**src/rtl/review2015_tx.sv**
```systemverilog
// rtl/review2015_tx.sv - serial delay-command transmitter with done handshake and timeout
// Sends preamble 1,1,0,1 plus a 4-bit delay MSB first, then waits for done or TIMEOUT.
module review2015_tx #(
  parameter int TIMEOUT = 20000
) (
  input  logic       clk_i,
  input  logic       reset_ni,
  input  logic       start_i,
  input  logic [3:0] delay_i,
  input  logic       done_i,
  output logic       data_o,
  output logic       ack_o,
  output logic       busy_o,
  output logic       timeout_o
);

  typedef enum logic [3:0] {
    S_IDLE, S_P0, S_P1, S_P2, S_P3,
    S_D3, S_D2, S_D1, S_D0,
    S_WAIT_DONE, S_ACK, S_TOUT
  } state_t;

  localparam logic [15:0] CNT_LAST = 16'(TIMEOUT - 1);

  state_t      state_q, state_d;
  logic [3:0]  delay_q, delay_d;
  logic [15:0] cnt_q, cnt_d;

  always_ff @(posedge clk_i or negedge reset_ni) begin
    if (!reset_ni) begin
      state_q <= S_IDLE;
      delay_q <= 4'd0;
      cnt_q   <= 16'd0;
    end else begin
      state_q <= state_d;
      delay_q <= delay_d;
      cnt_q   <= cnt_d;
    end
  end

  always_comb begin
    state_d = state_q;
    delay_d = delay_q;
    cnt_d   = cnt_q;
    case (state_q)
      S_IDLE: begin
        if (start_i) begin
          state_d = S_P0;
          delay_d = delay_i;
        end
      end
      S_P0: state_d = S_P1;
      S_P1: state_d = S_P2;
      S_P2: state_d = S_P3;
      S_P3: state_d = S_D3;
      S_D3: state_d = S_D2;
      S_D2: state_d = S_D1;
      S_D1: state_d = S_D0;
      S_D0: begin
        state_d = S_WAIT_DONE;
        cnt_d   = 16'd0;
      end
      S_WAIT_DONE: begin
        // done takes priority over the terminal count on the same edge
        if (done_i) begin
          state_d = S_ACK;
        end else begin
          cnt_d = cnt_q + 16'd1;
          if (cnt_q == CNT_LAST) state_d = S_TOUT;
        end
      end
      S_ACK:   state_d = S_IDLE;
      S_TOUT:  state_d = S_IDLE;
      default: state_d = S_IDLE;
    endcase
  end

  always_comb begin
    data_o = 1'b0;
    case (state_q)
      S_P0, S_P1, S_P3: data_o = 1'b1;
      S_D3:    data_o = delay_q[3];
      S_D2:    data_o = delay_q[2];
      S_D1:    data_o = delay_q[1];
      S_D0:    data_o = delay_q[0];
      default: data_o = 1'b0;
    endcase
  end

  assign busy_o    = (state_q != S_IDLE);
  assign ack_o     = (state_q == S_ACK);
  assign timeout_o = (state_q == S_TOUT);

endmodule

```
**config.mk**
```make
export PLATFORM = sky130hd
export DESIGN_NAME = review2015_tx
export DESIGN_NICKNAME = d
export VERILOG_FILES = /design/src/rtl/review2015_tx.sv
export SDC_FILE = /design/constraint.sdc
export NUM_CORES = 1
export LEC_CHECK = 0
export CORE_UTILIZATION = 25
export CTS_BUF_LIST = sky130_fd_sc_hd__clkbuf_2
export DETAILED_ROUTE_END_ITERATION = 10
export SKIP_CTS_REPAIR_TIMING = 1
export SLEW_MARGIN = 20
export SYNTH_ARGS = -nofsm -noshare
export SYNTH_HDL_FRONTEND = slang
export SYNTH_SLANG_ARGS = --single-unit
export TNS_END_PERCENT = 10
```
**constraint.sdc**
```tcl
create_clock -name clk_i -period 2.6 [get_ports clk_i]
set_clock_uncertainty 0.1 [all_clocks]
set_input_delay 0.39 -clock clk_i [delete_from_list [all_inputs] [get_ports clk_i]]
set_output_delay 0.39 -clock clk_i [all_outputs]
set_load 0.05 [all_outputs]
```
Yosys cells after proc, flatten, opt, wreduce, memory -nomap -nowiden --
Index checks and enable logic that the tools add are counted.
Word-level totals: flip-flop bits (word level) 24, output and inout port bits 4, bits of input ports 8, word-level logic and storage cells 33
Operators by class: multiplexer cells 7, reduce and logical (&&, ||, !) cells 7, equality and inequality tests 15, add/subtract/negate cells 1
Operators by type and width (count):
- $pmux W4 S10 | 1
- $pmux W16 S2 | 1
- $add A16 B1 Y16 const B | 1
- $eq A16 B15 Y1 const B | 1
- $eq A4 B3 Y1 const B | 4
- $eq A4 B4 Y1 const B | 4
- $mux W16 | 1
- $mux W4 | 3
- $eq A4 B2 Y1 const B | 2
- $reduce_and A2 Y1 | 3
- $pmux W1 S5 | 1
- $eq A4 B1 Y1 const B | 1
- $logic_not A4 Y1 | 1
- $ne A2 B2 Y1 const B | 2
- $reduce_bool A4 Y1 | 1
- $ne A3 B3 Y1 const B | 1
- $reduce_or A3 Y1 | 1
- $reduce_bool A2 Y1 | 1

Depth between registers and ports, before layout --
Gate-level depths: netlist of run 1.
depth in word-level cells 4, gate-level depth with buffers 5, depth with buffers taken out 5

Worst setup path before layout of run 1 --
OpenSTA, ideal clock, no wires.
path kind register to output, from reg state_q[1], to out data_o, cell stages (with the launch flop) 6, path buffers 1, slack 147 ps, required time 2110 ps, arrival time 1963 ps, cell sequence dfrtp_1 > buf_2 > and3b_1 > nor3_1 > a21oi_1 > o21ai_0
Between the ends: longest elaborated chain between the ends 3, elaborated cells between the ends (all ways) 9, classes of those cells eq/ne: 7; mux: 1; reduce/logical: 1
RTL lines:
- start: declaration | line 25 | state_t state_q, state_d;
- start signal: assignment | line 35 | state_q <= state_d;
- $eq A4 B3 Y1, or another cell as far along | line 80 | case (state_q)
- $reduce_or A3 Y1 | line 80
- $pmux W1 S5 * | line 80
- end: declaration | line 11 | output logic data_o,
Mark *: on every way between the ends. The rest lies on a longest branch, timed or not.

Worst setup path in the final report of run 1 --
from reg state_q[2], to out busy_o
Between the ends: longest elaborated chain between the ends 1
RTL lines:
- $reduce_bool A4 Y1 | line 90 | assign busy_o = (state_q != S_IDLE);
- end: declaration | line 13 | output logic busy_o,
Every way passes these cells.

==> reports/qor.log, run 1 <==
[min_path] Min-Delay Path Class input pin to asynchronous set/reset pin
[clocking] number of clock buffers inserted by TritonCTS 3
[die] Core Box Area 5110 µm²
[die] Die ar. 5620 µm²
[synth] number of distinct library cells after synthesis 40
[die] effective utilization at floorplan 26.1%
[global_routing] GRT Overall Usage 10.7%
[placed_design] number of input and output port buffers inserted 11
[synth] leading post-synthesis cells by instance count dfrtp_1, nor2_1, nand2_1
[synth] cell type with the highest aggregate area in the netlist dfrtp_1
[synth] number of storage elements in the synthesis netlist 24
[route] Vias 1054
[sta] relative max-transition margin 61.7%
[power_and_ir_drop] largest vdd supply drop 0.000900 V
[setup_path] start point of the critical path state_q[2]$_DFFE_PN0P_
[global_routing] number of global-route vias before repair 1010
[setup_path] critical path capture point type output pin
[sta] Worst Tran Pin Value 574 ps
[synth] leading register cell type out of synthesis dfrtp_1
[setup_path] Critical Path Start Type flip-flop
[route] DRC violation count after routing 0
[setup_path] Data required, critical path 2110 ps
[synth] Post-synth EDFFs 0
[sta] time the worst path needs with I/O delays and setup 2460 ps
[route] mean routed wirelength per cell 12.2 µm
[sta] Final Slew Violations 0
[die] I/O pin total 12
[synth] top cells by area, synth dfrtp_1, nor2_1, mux2_2, and4_1, xor2_1
[setup_path] destination of the worst register-to-register timing path cnt_q[0]$_DFFE_PN0P_
[layout] signed area change from the synthesized netlist to the final layout 16.0%
[setup_path] CP Data Arrival Time 1970 ps
[synth] library cell with the highest instance count after synthesis dfrtp_1
[placed_design] total half-perimeter wirelength after legalization and detailed placement 1.88 mm
[setup_path] launch point of the worst reg-to-reg path state_q[3]$_DFFE_PN0P_
[sta] Sum Neg Setup Slack 0 ps
[sta] highest clock rate 0.406 GHz
[global_routing] wire length of the first global-routing pass 4.58 mm
[placed_design] count of placed standard cells including taps 216
[sta] fraction of the cycle the final worst path needs 94.6%
[layout] nets 160
[setup_path] number of cells on the worst reg-to-reg path 5
[route] Detailed Route WL 2.66 mm
[clocking] CTS Buffer Depth 2
[die] Horiz. Die Dim 75.0 µm
[synth] post-synthesis instance area 1330 µm²
[clocking] CTS tree built
[sta] Final setup violation count 0
[placed_design] final weighted congestion in routability-driven placement 0.775
[synth] Mapped Cells 138
[setup_path] flop-to-flop setup slack 700 ps
[synth] synthesized netlist net count 147
[power_and_ir_drop] P per Cell Area 820 nW/µm²
[run_status] outcome completed
[flow_run] number of maximum-capacitance constraint violations 0
[synth] fraction of registers with async set/reset 100%
[synth] number of warnings issued by yosys 0
[clocking] H-tree depth 1
[route] drt via density 4.81
[synth] Avg Inst Size Synth 9.65 µm²
[setup_path] critical path capture point busy_o
[setup_path] largest fanout on the critical path 11
[clocking] CTS sink cnt 24
[clocking] buffer type at the clock tree root clkbuf_2
[clocking] CTS clock-pin slew for the worst setup and hold paths 230 ps
[die] Die H 75.0 µm
[layout] share of cells above drive strength 1 13.4%
[die] number of standard-cell rows in the floorplan 26
[power_and_ir_drop] static leakage 0.674 nW
[clocking] insertion delay of the later-clocked pin in the worst-skew pair 350 ps
[global_routing] maximum number of pins on one net before global-route repair 25
[layout] antenna cell count 0
[sta] Final Hold Fails 0
[route] DRT iter0 DRCs 36
[route] detailed-routing iteration count for the pre-antenna-repair pass 4
[global_routing] initial antenna violation count 0
[sta] unrepaired setup endpoints after global routing false
[global_routing] overflow left after global routing 0
[synth] area share of the leading cell type in the synthesized netlist 45.1%
[layout] post-layout instance count excluding filler cells 219
[setup_path] start-to-end type of the worst setup path flip-flop to output pin
[synth] sequential cell area fraction in the yosys report 45.1%
[route] final antenna-violating net count 0
==> worst min-delay path by stage <==
stage / startpoint / to / slack [ps] / depth (start not counted)
after floorplan: reset_ni / cnt_q[0]$_DFFE_PN0P_ / -6 / 0
after global placement: delay_q[2]$_DFFE_PN0P_ / delay_q[2]$_DFFE_PN0P_ / 390 / 1
after detailed placement: delay_q[2]$_DFFE_PN0P_ / delay_q[2]$_DFFE_PN0P_ / 390 / 1
after CTS: reset_ni / cnt_q[12]$_DFFE_PN0P_ / 260 / 2
after global routing: reset_ni / cnt_q[11]$_DFFE_PN0P_ / 260 / 2
final: reset_ni / cnt_q[9]$_DFFE_PN0P_ / 250 / 2
==> report_power, final <==
group | switching (mW) | total, mW | internal, mW
sequential | 0.128 | 0.584 | 0.456
clock | 0.114 | 0.145 | 0.0314
combinational | 0.291 | 0.537 | 0.247
total | 0.532 | 1.27 | 0.734
==> critical path, cell delays in order, from the launching register on <==
cell             delay (ps)
dfrtp_1                 540
nor2_1                  280
nand2_1                  90
clkdlybuf4s50_1         710
==> final cells by class <==
type	instances	area [µm²]
Multi-Input combinational cell	106	689
Inverter	3	11.3
Fill cell	555	3560
Timing Repair Buffer	13	140
Sequential cell	24	601
Tap cell	70	87.6
Clock buffer	3	15.0
==> kinds of logic (layout without fill, tap and decap cells) <==
family,after synthesis,in the layout,share of synthesized area [%]
AND/OR/NAND/NOR,70,70,30.9
flip-flops,24,24,45.1
AO/OA/AOI/OAI,21,21,9.77
XOR/XNOR,9,9,5.92
buffers and inverters,8,19,3.10
multiplexers,5,5,4.23
adder cells (fa/ha/maj),1,1,0.940
==> per-stage QoR <==
| step | instance area [µm²] | utilization (%) | setup slack [ps] | power [mW] | hold slack [ps] |
|---|---|---|---|---|---|
| after floorplan | 1330 | - | 147 | 0.957 | -5.59 |
| after global routing | 1540 | 30.2 | 14.6 | 1.35 | 263 |
| after global placement | 1520 | 29.8 | 545 | 1.12 | 387 |
| final | 1540 | 30.2 | 139 | 1.27 | 254 |
| after CTS | 1540 | 30.1 | 70.9 | 1.28 | 257 |
| after detailed placement | 1520 | 29.8 | 516 | 1.13 | 395 |
==> placed cells by master (no fill, tap or decap), types with 2 or more instances in the layout <==
| cell | n |
|---|---|
| clkbuf_2 | 3 |
| nor3_1 | 2 |
| nand3_1 | 6 |
| nand2b_1 | 4 |
| a21oi_1 | 5 |
| dfrtp_1 | 24 |
| buf_4 | 2 |
| inv_1 | 3 |
| nand2_1 | 10 |
| o211ai_1 | 2 |
| xor2_1 | 5 |
| mux2_2 | 5 |
| o21ai_0 | 8 |
| xnor2_1 | 4 |
| nor2b_1 | 2 |
| dlymetal6s2s_1 | 2 |
| clkdlybuf4s50_1 | 8 |
| o31ai_1 | 2 |
| nor2_1 | 17 |
| or4_1 | 3 |
| nand4_1 | 5 |
| and3_1 | 2 |
| and4_1 | 5 |
| or3_1 | 2 |
==> routing by layer <==
layer | global-route usage, % | wire, µm | vias to the layer above
li1 | - | - | 526
met2 | 16.9 | 1160 | 20
met4 | 3.14 | 21 | 0
met5 | 0 | 0 | -
met1 | 14.0 | 1360 | 506
met3 | 3.48 | 122 | 2
==> flip-flops by register name, summed over array words and instances, names as in the netlist <==
register and count:
cnt_q 16, delay_q 4, state_q 4
No activity file was read; power rests on OpenSTA's default activity.
==> run 2: changes to the inputs <==
--- a/config.mk
+++ b/config.mk
@@ -7,7 +7,10 @@
 export LEC_CHECK = 0
 export CORE_UTILIZATION = 25
 export CTS_BUF_LIST = sky130_fd_sc_hd__clkbuf_2
+export CTS_CLUSTER_DIAMETER = 40
 export DETAILED_ROUTE_END_ITERATION = 10
+export DONT_BUFFER_PORTS = 1
+export HOLD_SLACK_MARGIN = 0.03
 export SKIP_CTS_REPAIR_TIMING = 1
 export SLEW_MARGIN = 20
 export SYNTH_ARGS = -nofsm -noshare
==> run 2 against run 1 <==
Effect of this change:
- sequential share of layout area rose by 0.25 points
- hold slack worse by 180 ps
- sequential power about the same
- first-iteration DRC count is 64% higher
- sequential cell count is the same
- via count increased by 0.57%
- register-to-register slack better by 20 ps
- clock power is 74% higher
- combinational power decreased by 13%
- worst setup slack improved by 130 ps
- global-route usage grew 0.73 points
==> reports/qor.log, run 2 (synthesis gave the netlist of run 1 again) <==
[sta] fraction of the cycle the final worst path needs 89.5%
[clocking] buffer type at the clock tree root clkbuf_2
[route] Detailed Route WL 2.75 mm
[min_path] Min-Delay Path Class input pin to flip-flop
[min_path] worst hold path depth 2
[clocking] number of clock buffers inserted by TritonCTS 3
[clocking] CTS Buffer Depth 2
[clocking] insertion delay of the later-clocked pin in the worst-skew pair 350 ps
[layout] max FFs per register 16
[power_and_ir_drop] relative contribution of the clock network to total power 19.4%
[setup_path] start-to-end type of the worst setup path flip-flop to output pin
[min_path] Worst Hold Endpoint state_q[0]$_DFFE_PN0P_
[sta] Final setup violation count 0
[global_routing] overflow left after global routing 0
[die] effective utilization at floorplan 26.1%
[global_routing] wire length of the first global-routing pass 4.86 mm
[setup_path] Critical Path Start Type flip-flop
[layout] nets 157
[placed_design] final weighted congestion in routability-driven placement 0.783
[die] number of standard-cell rows in the floorplan 26
[placed_design] total half-perimeter wirelength after legalization and detailed placement 1.90 mm
[setup_path] destination of the worst register-to-register timing path cnt_q[12]$_DFFE_PN0P_
[power_and_ir_drop] Net Switching 0.522 mW
[route] DRT iter0 DRCs 59
[setup_path] largest fanout on the critical path 11
[route] detailed-routing iteration count for the pre-antenna-repair pass 4
[die] Die H 75.0 µm
[layout] largest registers in the final layout cnt_q (16), delay_q (4), state_q (4)
[clocking] CTS tree built
[sta] highest clock rate 0.430 GHz
[setup_path] flop-to-flop setup slack 720 ps
[min_path] critical hold path startpoint start_i
[die] I/O pin total 12
[setup_path] worst-path cell chain or3b_4 > nor2_2 > nand2_1 > o21ai_1 > buf_4
[die] Horiz. Die Dim 75.0 µm
[placed_design] count of placed standard cells including taps 207
[setup_path] worst stage delay on the critical path 570 ps
[flow_run] number of maximum-capacitance constraint violations 0
[setup_path] critical path capture point type output pin
[sta] relative max-transition margin 58.3%
[die] Core Box Area 5110 µm²
[route] final antenna-violating net count 0
[power_and_ir_drop] logic gate share of total power 35.8%
[global_routing] GRT Overall Usage 11.4%
[sta] final setup slack of the worst path 273 ps
[sta] Final Slew Violations 0
[placed_design] number of input and output port buffers inserted 0
[power_and_ir_drop] P per Cell Area 848 nW/µm²
[sta] hold slack final 72.7 ps
[layout] signed area change from the synthesized netlist to the final layout 15.2%
[layout] filler cell count in the final layout 538
[sta] unrepaired setup endpoints after global routing false
[route] Vias 1060
[layout] register name with the most flops cnt_q
[setup_path] category of cells accounting for the largest share of critical-path delay simple AND/OR/NAND/NOR gates
[route] drt via density 4.88
[clocking] CTS clock-pin slew for the worst setup and hold paths 240 ps
[global_routing] number of global-route vias before repair 1039
[setup_path] launch point of the worst reg-to-reg path state_q[2]$_DFFE_PN0P_
[layout] post-layout instance count excluding filler cells 217
[clocking] CTS sink cnt 24
[power_and_ir_drop] register share of total power 44.9%
[run_status] outcome completed
[power_and_ir_drop] overall power consumption 1.30 mW
[die] Die ar. 5620 µm²
[placed_design] worst setup timing slack at the placement stage 728 ps
[global_routing] maximum number of pins on one net before global-route repair 25
[setup_path] number of cells on the worst reg-to-reg path 4
[placed_design] post-detailed-placement cell area 1420 µm²
[layout] commonest non-fill, non-tap cell in the layout dfrtp_1
[power_and_ir_drop] static leakage 0.645 nW
[setup_path] Critical path buffers and inverters 1
[sta] time the worst path needs with I/O delays and setup 2330 ps
[route] DRC violation count after routing 0
[power_and_ir_drop] internal power contribution 0.778 mW
[clocking] H-tree depth 1
[sta] Sum Neg Setup Slack 0 ps
[setup_path] CP max stage cell dfrtp_1
[route] mean routed wirelength per cell 12.7 µm
[layout] post-route design area 1530 µm²
[sta] Worst Tran Pin Value 624 ps
[setup_path] Data required, critical path 2110 ps
[layout] share of cells above drive strength 1 15.6%
[power_and_ir_drop] Switching Share 40.2%
[global_routing] initial antenna violation count 0
[power_and_ir_drop] largest vdd supply drop 0.000651 V
[layout] antenna cell count 0
[layout] Post-Route Utilization 30.0%
[setup_path] CP Data Arrival Time 1840 ps
[sta] Final Hold Fails 0
[layout] commonest cells after routing, fill and taps aside dfrtp_1, nor2_1, nand2_1
==> run 2: changes by cell type in the layout (fill, tap and decap cells not counted) <==
cell / before / now
o21ai_1: 0 / 1
clkdlybuf4s50_1: 8 / 0
o21ai_0: 8 / 7
dlygate4sd3_1: 0 / 5
buf_4: 2 / 4
bufinv_16: 0 / 1
dlymetal6s2s_1: 2 / 0
==> run 2: final cells by class <==
cell class | count | area (µm²) | area share [%]
flip-flops and latches | 24 | 601 | 39.2
inverters | 3 | 11.3 | 0.734
repair buffers | 10 | 100 | 6.53
clock buffers | 3 | 15.0 | 0.979
multi-input cells | 106 | 689 | 44.9
clock inverters | 1 | 30.0 | 1.96
well taps | 70 | 87.6 | 5.71
==> run 2: worst max-delay path by stage <==
stage	from	to	slack, ps	cells after the start
4_1_cts	state_q[3]$_DFFE_PN0P_	data_o	250	5
6_report	state_q[3]$_DFFE_PN0P_	data_o	270	5
3_5_place_dp	state_q[3]$_DFFE_PN0P_	data_o	730	5
2_1_floorplan	state_q[1]$_DFFE_PN0P_	data_o	150	5
5_1_grt	state_q[3]$_DFFE_PN0P_	data_o	110	5
3_3_place_gp	state_q[3]$_DFFE_PN0P_	data_o	730	5
==> run 2: per-layer routing <==
metal,vias to the layer above,track usage [%],wire length (µm)
li1,523,-,-
met5,-,0,0
met2,14,17.3,1240
met4,0,2.52,19
met1,521,15.9,1380
met3,2,3.75,115
==> run 2: power groups by stage <==
stage / clock, mW / sequential (mW) / combinational, mW
finish: 0.252 / 0.583 / 0.465
global route: 0.281 / 0.608 / 0.518
CTS: 0.261 / 0.582 / 0.451
detailed placement: 0 / 0.590 / 0.449
global placement: 0 / 0.581 / 0.451
floorplan: 0 / 0.506 / 0.452
==> run 3: changes to the inputs <==
--- a/config.mk
+++ b/config.mk
@@ -10,7 +10,7 @@
 export CTS_CLUSTER_DIAMETER = 40
 export DETAILED_ROUTE_END_ITERATION = 10
 export DONT_BUFFER_PORTS = 1
-export HOLD_SLACK_MARGIN = 0.03
+export GPL_TIMING_DRIVEN = 0
 export SKIP_CTS_REPAIR_TIMING = 1
 export SLEW_MARGIN = 20
 export SYNTH_ARGS = -nofsm -noshare
==> run 3 against run 2 <==
Effect of this change:
- critical path depth did not move
- global-route usage fell by 1.6 points
- maximum frequency fell by 4.9%
- core utilization fell by 1.2 points
- power fell by 8.4%
- cell count fell by 1.8%
- routed wire length fell by 7.8%
- critical path type unchanged
- critical endpoint unchanged
==> reports/qor.log, run 3 (synthesis gave the netlist of run 1 again) <==
[run_status] outcome completed
[min_path] Min-Delay Path Class input pin to flip-flop
[clocking] CTS clock-pin slew for the worst setup and hold paths 210 ps
[setup_path] worst-path cell chain buf_2 > or3b_4 > nor2_2 > nand2_1 > o21ai_2
[setup_path] Critical Path Start Type flip-flop
[sta] Worst Tran Pin Value 866 ps
[route] final antenna-violating net count 0
[global_routing] GRT Overall Usage 9.83%
[route] Vias 1002
[route] DRC violation count after routing 0
[route] detailed-routing iteration count for the pre-antenna-repair pass 4
[clocking] number of clock buffers inserted by TritonCTS 3
[die] I/O pin total 12
[global_routing] initial antenna violation count 0
[layout] commonest cells after routing, fill and taps aside dfrtp_1, nor2_1, nand2_1
[layout] largest registers in the final layout cnt_q (16), delay_q (4), state_q (4)
[setup_path] critical path capture point type output pin
[layout] max FFs per register 16
[flow_run] number of maximum-capacitance constraint violations 0
[sta] Final Hold Fails 0
[power_and_ir_drop] static leakage 0.616 nW
[setup_path] start-to-end type of the worst setup path flip-flop to output pin
[clocking] buffer type at the clock tree root clkbuf_2
[sta] unrepaired setup endpoints after global routing false
[route] Detailed Route WL 2.54 mm
[route] drt via density 4.70
[sta] highest clock rate 0.409 GHz
[sta] relative max-transition margin 42.0%
[setup_path] largest fanout on the critical path 10
[sta] final setup slack of the worst path 153 ps
[global_routing] maximum number of pins on one net before global-route repair 25
[clocking] H-tree depth 1
[clocking] insertion delay of the later-clocked pin in the worst-skew pair 330 ps
[layout] nets 154
[clocking] CTS sink cnt 24
[die] Die H 75.0 µm
[sta] Final Slew Violations 0
[die] Die ar. 5620 µm²
[power_and_ir_drop] overall power consumption 1.19 mW
[layout] share of cells above drive strength 1 16.8%
[setup_path] CP max stage cell or3b_4
[die] Horiz. Die Dim 75.0 µm
[layout] Post-Route Utilization 28.8%
[layout] register name with the most flops cnt_q
[layout] commonest non-fill, non-tap cell in the layout dfrtp_1
[setup_path] Data required, critical path 2110 ps
[layout] signed area change from the synthesized netlist to the final layout 10.4%
[power_and_ir_drop] largest vdd supply drop 0.000627 V
[global_routing] number of global-route vias before repair 941
[sta] Final setup violation count 0
[clocking] CTS tree built
[route] DRT iter0 DRCs 24
[power_and_ir_drop] P per Cell Area 810 nW/µm²
[layout] post-layout instance count excluding filler cells 213
[placed_design] count of placed standard cells including taps 208
[placed_design] final weighted congestion in routability-driven placement 0.838
[placed_design] number of input and output port buffers inserted 0
[die] number of standard-cell rows in the floorplan 26
[die] effective utilization at floorplan 26.1%
[placed_design] worst setup timing slack at the placement stage 278 ps
[layout] antenna cell count 0
[global_routing] wire length of the first global-routing pass 4.14 mm
[sta] time the worst path needs with I/O delays and setup 2450 ps
[placed_design] total half-perimeter wirelength after legalization and detailed placement 1.87 mm
[setup_path] worst stage delay on the critical path 440 ps
[sta] fraction of the cycle the final worst path needs 94.1%
[clocking] CTS Buffer Depth 2
[die] Core Box Area 5110 µm²
[route] mean routed wirelength per cell 11.9 µm
[setup_path] CP Data Arrival Time 1960 ps
[global_routing] overflow left after global routing 0
[run 3: worst paths after layout]
kind,from,end,slack [ps],cells after the start
setup / recovery,state_q[1]$_DFFE_PN0P_,data_o,150,5
hold / removal,delay_i[1],delay_q[1]$_DFFE_PN0P_,80,1
setup reg to reg,state_q[1]$_DFFE_PN0P_,cnt_q[12]$_DFFE_PN0P_,780,5
hold reg to reg,delay_q[2]$_DFFE_PN0P_,delay_q[2]$_DFFE_PN0P_,430,1
max in group asynchronous,reset_ni,state_q[1]$_DFFE_PN0P_,1910,2
min in group asynchronous,reset_ni,cnt_q[9]$_DFFE_PN0P_,350,2
[run 3: cell type report]
class,count,area (µm²)
fill,561,3640
multi-input combinational,106,696
sequential,24,601
tap,70,87.6
timing repair buffer,2,30.0
buffer,5,30.0
clock buffer,3,15.0
inverter,3,11.3
[run 3: where the power goes]
part / total, mW / internal [mW] / switching [mW]
Combinational: 0.544 / 0.192 / 0.352
Sequential: 0.508 / 0.457 / 0.0516
Clock: 0.138 / 0.0314 / 0.107
[run 3: through the flow]
step	TNS, ps	hold slack, ps	instance area, µm²
floorplan	0	-5.59	1330
detailed placement	0	-4.28	1420
finish	0	83.2	1470
global route	0	35.6	1470
global placement	0	-4.27	1420
CTS	-151	-424	1430
[run 3: critical path, delay by kind of cell, from the launching register on]
family,cells,cell delay [ps]
AO/OA/AOI/OAI,1,240
buffers and inverters,1,170
AND/OR/NAND/NOR,3,810
flip-flops,1,400
[run 3: routing by layer]
layer	vias to the layer above	track usage [%]	routed length [µm]
li1	512	-	-
met3	5	2.14	50
met2	12	16.8	1190
met4	0	3.77	32
met1	473	12.1	1260
met5	-	0	0
